==> config.mk <==
export PLATFORM = sky130hd
export DESIGN_NAME = instr_assembler
export DESIGN_NICKNAME = d
export VERILOG_FILES = /design/src/rtl/mips_isa_pkg.sv /design/src/rtl/instr_field_enc.sv /design/src/rtl/instr_assembler.sv
export SDC_FILE = /design/constraint.sdc
export NUM_CORES = 1
export LEC_CHECK = 0
export CAP_MARGIN = 20
export CORE_MARGIN = 2
export CORE_UTILIZATION = 57
export CTS_CLUSTER_DIAMETER = 120
export CTS_CLUSTER_SIZE = 28
export DETAILED_ROUTE_END_ITERATION = 12
export DONT_BUFFER_PORTS = 1
export PLACE_DENSITY = 0.79
export SYNTH_ARGS = -nofsm -noshare
export SYNTH_HDL_FRONTEND = slang
export SYNTH_SLANG_ARGS = --single-unit
export TNS_END_PERCENT = 100
==> constraint.sdc <==
create_clock -name clk -period 5.4 [get_ports clk]
set_input_delay 1.62 -clock clk [delete_from_list [all_inputs] [get_ports clk]]
set_output_delay 1.62 -clock clk [all_outputs]
set_load 0.01 [all_outputs]
==> src/rtl/mips_isa_pkg.sv <==
`default_nettype none
// ============================================================================
// Module      : mips_isa_pkg
// Description : Shared MIPS ISA definitions: assembler operation classes,
//               opcode/funct encodings and assembler error codes.
// Revision    : 1.0 - initial release
// ============================================================================
package mips_isa_pkg;

    typedef enum logic [3:0] {
        OP_ADD  = 4'd0,
        OP_SUB  = 4'd1,
        OP_AND  = 4'd2,
        OP_OR   = 4'd3,
        OP_SLT  = 4'd4,
        OP_LW   = 4'd5,
        OP_SW   = 4'd6,
        OP_BEQ  = 4'd7,
        OP_BNE  = 4'd8,
        OP_ADDI = 4'd9,
        OP_ORI  = 4'd10,
        OP_J    = 4'd11
    } instr_op_e;

    localparam logic [5:0] c_OPC_RTYPE = 6'b000000;
    localparam logic [5:0] c_OPC_LW    = 6'b100011;
    localparam logic [5:0] c_OPC_SW    = 6'b101011;
    localparam logic [5:0] c_OPC_BEQ   = 6'b000100;
    localparam logic [5:0] c_OPC_BNE   = 6'b000101;
    localparam logic [5:0] c_OPC_ADDI  = 6'b001000;
    localparam logic [5:0] c_OPC_ORI   = 6'b001101;
    localparam logic [5:0] c_OPC_J     = 6'b000010;

    localparam logic [5:0] c_FN_ADD = 6'b100000;
    localparam logic [5:0] c_FN_SUB = 6'b100010;
    localparam logic [5:0] c_FN_AND = 6'b100100;
    localparam logic [5:0] c_FN_OR  = 6'b100101;
    localparam logic [5:0] c_FN_SLT = 6'b101010;

    localparam logic [1:0] c_ERR_NONE  = 2'b00;
    localparam logic [1:0] c_ERR_OP    = 2'b01;
    localparam logic [1:0] c_ERR_ALIGN = 2'b10;
    localparam logic [1:0] c_ERR_RANGE = 2'b11;

endpackage
`default_nettype wire

==> src/rtl/instr_field_enc.sv <==
`default_nettype none
// ============================================================================
// Module      : instr_field_enc
// Description : Combinational packer from symbolic instruction to 32-bit MIPS
//               word, with alignment/range/opcode error detection.
// Revision    : 1.0 - initial release
// ============================================================================
module instr_field_enc
    import mips_isa_pkg::*;
(
    input  logic [3:0]  op,
    input  logic [4:0]  rs,
    input  logic [4:0]  rt,
    input  logic [4:0]  rd,
    input  logic [15:0] imm,
    input  logic [31:0] target,
    input  logic [31:0] pc,
    output logic [31:0] word,
    output logic [1:0]  errCode
);

    logic [31:0]        w_pcNext;
    logic signed [31:0] w_diff;
    logic signed [31:0] w_offset;
    logic               w_offInRange;
    logic               w_misaligned;
    logic               w_jInRegion;

    assign w_pcNext     = pc + 32'd4;
    assign w_diff       = signed'(target - w_pcNext);
    assign w_offset     = w_diff >>> 2;
    // Offset fits a signed 16-bit field only if bits [31:15] are a pure sign run.
    assign w_offInRange = (w_offset[31:15] == {17{w_offset[15]}});
    assign w_misaligned = (target[1:0] != 2'b00);
    assign w_jInRegion  = (target[31:28] == w_pcNext[31:28]);

    always_comb begin
        word    = '0;
        errCode = c_ERR_NONE;
        case (op)
            OP_ADD:  word = {c_OPC_RTYPE, rs, rt, rd, 5'd0, c_FN_ADD};
            OP_SUB:  word = {c_OPC_RTYPE, rs, rt, rd, 5'd0, c_FN_SUB};
            OP_AND:  word = {c_OPC_RTYPE, rs, rt, rd, 5'd0, c_FN_AND};
            OP_OR:   word = {c_OPC_RTYPE, rs, rt, rd, 5'd0, c_FN_OR};
            OP_SLT:  word = {c_OPC_RTYPE, rs, rt, rd, 5'd0, c_FN_SLT};
            OP_LW:   word = {c_OPC_LW,   rs, rt, imm};
            OP_SW:   word = {c_OPC_SW,   rs, rt, imm};
            OP_ADDI: word = {c_OPC_ADDI, rs, rt, imm};
            OP_ORI:  word = {c_OPC_ORI,  rs, rt, imm};
            OP_BEQ, OP_BNE: begin
                word = {(op == OP_BEQ) ? c_OPC_BEQ : c_OPC_BNE, rs, rt, w_offset[15:0]};
                if (w_misaligned) begin
                    errCode = c_ERR_ALIGN;
                end else if (!w_offInRange) begin
                    errCode = c_ERR_RANGE;
                end
            end
            OP_J: begin
                word = {c_OPC_J, target[27:2]};
                if (w_misaligned) begin
                    errCode = c_ERR_ALIGN;
                end else if (!w_jInRegion) begin
                    errCode = c_ERR_RANGE;
                end
            end
            default: errCode = c_ERR_OP;
        endcase
    end

endmodule
`default_nettype wire

==> src/rtl/instr_assembler.sv <==
`default_nettype none
// ============================================================================
// Module      : instr_assembler
// Description : Handshaked MIPS instruction assembler writing encoded words
//               into instruction memory at an auto-incrementing address.
// Revision    : 1.0 - initial release
// ============================================================================
module instr_assembler
    import mips_isa_pkg::*;
#(
    parameter int DEPTH = 64
) (
    input  logic                     clk,
    input  logic                     rst,
    input  logic                     start,
    input  logic [31:0]              start_addr,
    input  logic                     in_valid,
    output logic                     in_ready,
    input  logic [3:0]               in_op,
    input  logic [4:0]               in_rs,
    input  logic [4:0]               in_rt,
    input  logic [4:0]               in_rd,
    input  logic [15:0]              in_imm,
    input  logic [31:0]              in_target,
    output logic                     imem_we,
    output logic [31:0]              imem_addr,
    output logic [31:0]              imem_wdata,
    output logic [$clog2(DEPTH):0]   count,
    output logic                     full,
    output logic                     err,
    output logic [1:0]               err_code
);

    localparam int              c_CW        = $clog2(DEPTH) + 1;
    localparam logic [c_CW-1:0] c_DEPTH_CNT = c_CW'(DEPTH);
    localparam logic [c_CW-1:0] c_ONE       = c_CW'(1);

    localparam logic [1:0] c_ST_IDLE = 2'd0;
    localparam logic [1:0] c_ST_RUN  = 2'd1;
    localparam logic [1:0] c_ST_WR   = 2'd2;
    localparam logic [1:0] c_ST_ERR  = 2'd3;

    logic [1:0]      r_state;
    logic [31:0]     r_wptr;
    logic [c_CW-1:0] r_count;
    logic            r_wePend;
    logic [31:0]     r_addr;
    logic [31:0]     r_wdata;
    logic            r_err;
    logic [1:0]      r_errCode;

    logic [31:0]     w_word;
    logic [1:0]      w_errCode;
    logic            w_full;
    logic            w_accept;

    instr_field_enc u_enc (
        .op      (in_op),
        .rs      (in_rs),
        .rt      (in_rt),
        .rd      (in_rd),
        .imm     (in_imm),
        .target  (in_target),
        .pc      (r_wptr),
        .word    (w_word),
        .errCode (w_errCode)
    );

    assign w_full   = (r_count == c_DEPTH_CNT);
    // start overrides everything, so an instruction offered alongside it is refused.
    assign in_ready = (r_state == c_ST_RUN) && !w_full && !start;
    assign w_accept = in_valid && in_ready;

    assign imem_we    = r_wePend && !start;
    assign imem_addr  = r_addr;
    assign imem_wdata = r_wdata;
    assign count      = r_count;
    assign full       = w_full;
    assign err        = r_err;
    assign err_code   = r_errCode;

    always_ff @(posedge clk or posedge rst) begin
        if (rst) begin
            r_state   <= c_ST_IDLE;
            r_wptr    <= '0;
            r_count   <= '0;
            r_wePend  <= 1'b0;
            r_addr    <= '0;
            r_wdata   <= '0;
            r_err     <= 1'b0;
            r_errCode <= c_ERR_NONE;
        end else if (start) begin
            r_state   <= c_ST_RUN;
            r_wptr    <= start_addr & ~32'd3;
            r_count   <= '0;
            r_wePend  <= 1'b0;
            r_err     <= 1'b0;
            r_errCode <= c_ERR_NONE;
        end else begin
            case (r_state)
                c_ST_RUN: begin
                    if (w_accept) begin
                        if (w_errCode != c_ERR_NONE) begin
                            r_state   <= c_ST_ERR;
                            r_err     <= 1'b1;
                            r_errCode <= w_errCode;
                        end else begin
                            r_state  <= c_ST_WR;
                            r_wePend <= 1'b1;
                            r_addr   <= r_wptr;
                            r_wdata  <= w_word;
                        end
                    end
                end
                c_ST_WR: begin
                    r_state  <= c_ST_RUN;
                    r_wePend <= 1'b0;
                    r_count  <= r_count + c_ONE;
                    // Pointer stays on the final word once the session fills up.
                    if (r_count != c_DEPTH_CNT - c_ONE) begin
                        r_wptr <= r_wptr + 32'd4;
                    end
                end
                default: ;
            endcase
        end
    end

endmodule
`default_nettype wire

==> run metrics <==
status finished clean; Leak Pwr 4.001 nW; initial antenna violation count 0; core footprint roughly 0.015 mm2; CTS tree built; starting DRC count in detailed routing 577; synthesized flop and latch total about 100; Setup Crit Path Kind in2reg; GPL Wtd Cong 0.9595; max-slew violation count 0; Largest stage delay, worst path 550 ps; Mapped Area approximately 0.0087 mm2; register-to-register setup slack 150 ps; Fin. Hold Viols 0; nets@finish between 1000 and 1500; post-synthesis simple-gate area fraction slightly below 20%; FMAX 186.1 MHz; Period minus WS final 5373 ps; via count 7255; WL final between 20000 and 25000 um; Worst Setup Start Kind primary input; Finished Cell Area 0.009668 mm2; ys flop type dfrtp_1; Residual DRC 0; compound-cell area share of the yosys netlist 17.04%; ANT cells 0; CP Max Fanout 9; max capacitance violation total 0; root buffer cell clkbuf_16; worst path cell trace ha_1, o211ai_1, a21o_1, and2_4, o22ai_4, a31o_4, o211ai_1, a21oi_2, o21a_1, o22ai_2, nand3b_1, or4_4, o211ai_4, and4_4, buf_12, buf_8, mux2_4; metal1 wirelength 10360 um; Layout area overhead 10.73%; Synth async-reset ratio 100.0%; share of post-route cells with drive strength above 1 23.93%; Worst-Skew Late Latency 370 ps; hold-fix buffer count after cts 0; Slowest cell on crit path or4_4; register clock-pin slew on the reported worst setup and hold paths 80 ps; Ports 180; wire per inst around 20 um; largest net degree at the start of global routing 75; Clock Sinks 104; met2 wire length 10160 um; number of CTS-inserted buffers 9; Pwr Total approximately 0.0028 W; post-synthesis mux area share a little over a tenth; Max VDD drop 0.2039 mV; Rel. slew slack 33.77%; Mapped Cells 931; Worst setup EP type flop; Most Frequent Cell on Critical Path o211ai_1; H-tree depth 3; Synth Area in Adders 4.414%; slew at the pin closest to its max-slew limit 993.4 ps; global-route wire length before repair 35220 um; distinct cell type count after synthesis 102; die height 127.8 um; post-route ant nets 0; die area 0.01632 mm2; clock tree buffer depth 2; synth warn 0; via/cell ratio 6.222; Top Metal Used met4; Seq/Total Area, Yosys 29.81%; Worst Path Required 5650 ps; Final Skew 11.28 ps; Overall Global Routing Usage 27.35%; starting density of the core 57.86%; xor/xnor share of the synthesized area 11.12%; pwr/cell area 294.4 mW/mm2; combinational family with the most area after synthesis simple AND/OR/NAND/NOR gates; dpl hpwl 17420 um; DR WL met3 around 2100 um; Mapped Avg Cell Area ~9.4 um2; placed cell areas 0.009029 mm2; Post-synth EDFFs 0; Port Buf Inserts 0; vias in the first global route 6750; Tcrit/Tclk final 99.51%; Cell Rows 45; worst hold path type reg2reg; die width 127.8 um; first-pass detailed-route iteration total 7; Worst Path Arrival 5620 ps; GR Overflow Total 0; Final setup violation count 0
[repair_timing]
item,CTS,global route
gates resized for setup,2,26
pin swaps,1,13
buffers inserted,0,14
endpoints found under the setup margin,36,61
cloned,0,3
[layout make-up]
type	count	area [um2]
timing repair buffer	88	785.8
tap	188	235.2
clock buffer	11	252.7
multi-input combinational	743	5640
fill	1229	5421
sequential	104	2605
clock inverter	5	45.04
inverter	27	103.9
[synthesized netlist by cell type (all sizes together), types with 19 or more instances]
library cell,n,area (um2)
a21oi,38,197.7
buf,27,282.8
clkbuf,28,200.2
dfrtp,104,2603
inv,27,101.4
maj3,19,197.7
mux2,55,810.8
nand2,110,420.4
nand3,25,147.7
nor2,59,226.5
nor3,23,135.1
o21ai,70,361.6
xnor2,62,543.0
xor2,36,315.3
[power breakdown]
| group | switching, W | leakage, nW | internal, W | total [W] |
|---|---|---|---|---|
| Clock | 0.000331 | 0.145 | 0.000346 | 0.000677 |
| Combinational | 0.000439 | 2.56 | 0.000529 | 0.000968 |
| Sequential | 0.000235 | 1.30 | 0.000966 | 0.00120 |
| Total | 0.00101 | 4.00 | 0.00184 | 0.00285 |
[cells by family after synthesis]
logic type / count (synthesis)
muxes: 69
DFF: 104
buffers and inverters: 86
adders and majority gates: 34
other: 1
and+or+nand+nor: 317
xor gates and xnor gates: 103
AOI/OAI and AO/OA: 217
[sequential cells by signal, indices dropped and copies added, names as in the netlist]
name	count
err	1
imem_wdata	31
count	7
err_code	2
imem_addr	30
r_wePend	1
r_state	2
r_wptr	30
[layer usage]
| layer | GRT usage (%) | vias to the layer above |
|---|---|---|
| met5 | 0 | - |
| met1 | 38.31 | 3486 |
| met3 | 7.721 | 38 |
| met2 | 41.52 | 299 |
| li1 | - | 3432 |
| met4 | 7.692 | 0 |
[path summary, 6_finish.rpt]
path / depth (start not counted) / endpoint / startpoint
setup reg to reg: 21 / imem_wdata[6] / r_wptr[2]
min in group asynchronous: 2 / r_wptr[28] / rst
hold reg to reg: 1 / r_wePend / r_wePend
hold / removal: 1 / r_wePend / r_wePend
setup / recovery: 17 / imem_wdata[6] / in_target[4]
max in group asynchronous: 2 / r_wptr[4] / rst
[metrics by stage]
stage | std cells | util [%] | setup slack (ps) | TNS, ps | hold slack [ps]
after floorplan | 933 | - | 5.970 | 0 | 441.4
after global placement | 1133 | 59.83 | -342.4 | -19390 | 459.0
after detailed placement | 1133 | 59.83 | -383.6 | -21740 | 458.8
after CTS | 1149 | 61.91 | 68.61 | 0 | 484.0
after global routing | 1166 | 64.07 | -53.86 | -2234 | 514.0
final | 1166 | 64.07 | 26.62 | 0 | 478.5
[placed cells by master, fill, tap and decap left out, types with 4 or more instances in the layout]
master and count:
nand2_1 109, dfrtp_1 102, buf_4 76, o21ai_0 66, xnor2_1 61, nor2_1 57
mux2_4 51, a21oi_1 35, xor2_1 35, inv_1 26, nand3_1 22, nor3_1 19
nand4_1 14, mux2i_1 14, ha_1 14, maj3_1 13, nand2b_1 12, o21a_1 12
clkbuf_16 12, o211ai_1 9, a21o_1 9, and3_1 8, or3_1 8, and2_1 7
a31oi_1 7, maj3_2 6, o22ai_1 6, a222oi_1 6, xnor3_1 5, nor2b_1 5
o31ai_1 5, a211oi_1 5, and2_2 4, nor3_2 4, or2_2 4, o21ai_2 4
mux2_2 4, nor4b_1 4, buf_12 4, buf_6 4
[worst max-delay path: cells and delay by family]
family | cells | cell delay [ps]
fa+ha+maj | 1 | 330
buf+inv | 2 | 290
mux | 1 | 310
compound gates | 9 | 1870
simple gates | 4 | 1180
No activity file was read; power rests on OpenSTA's default activity.
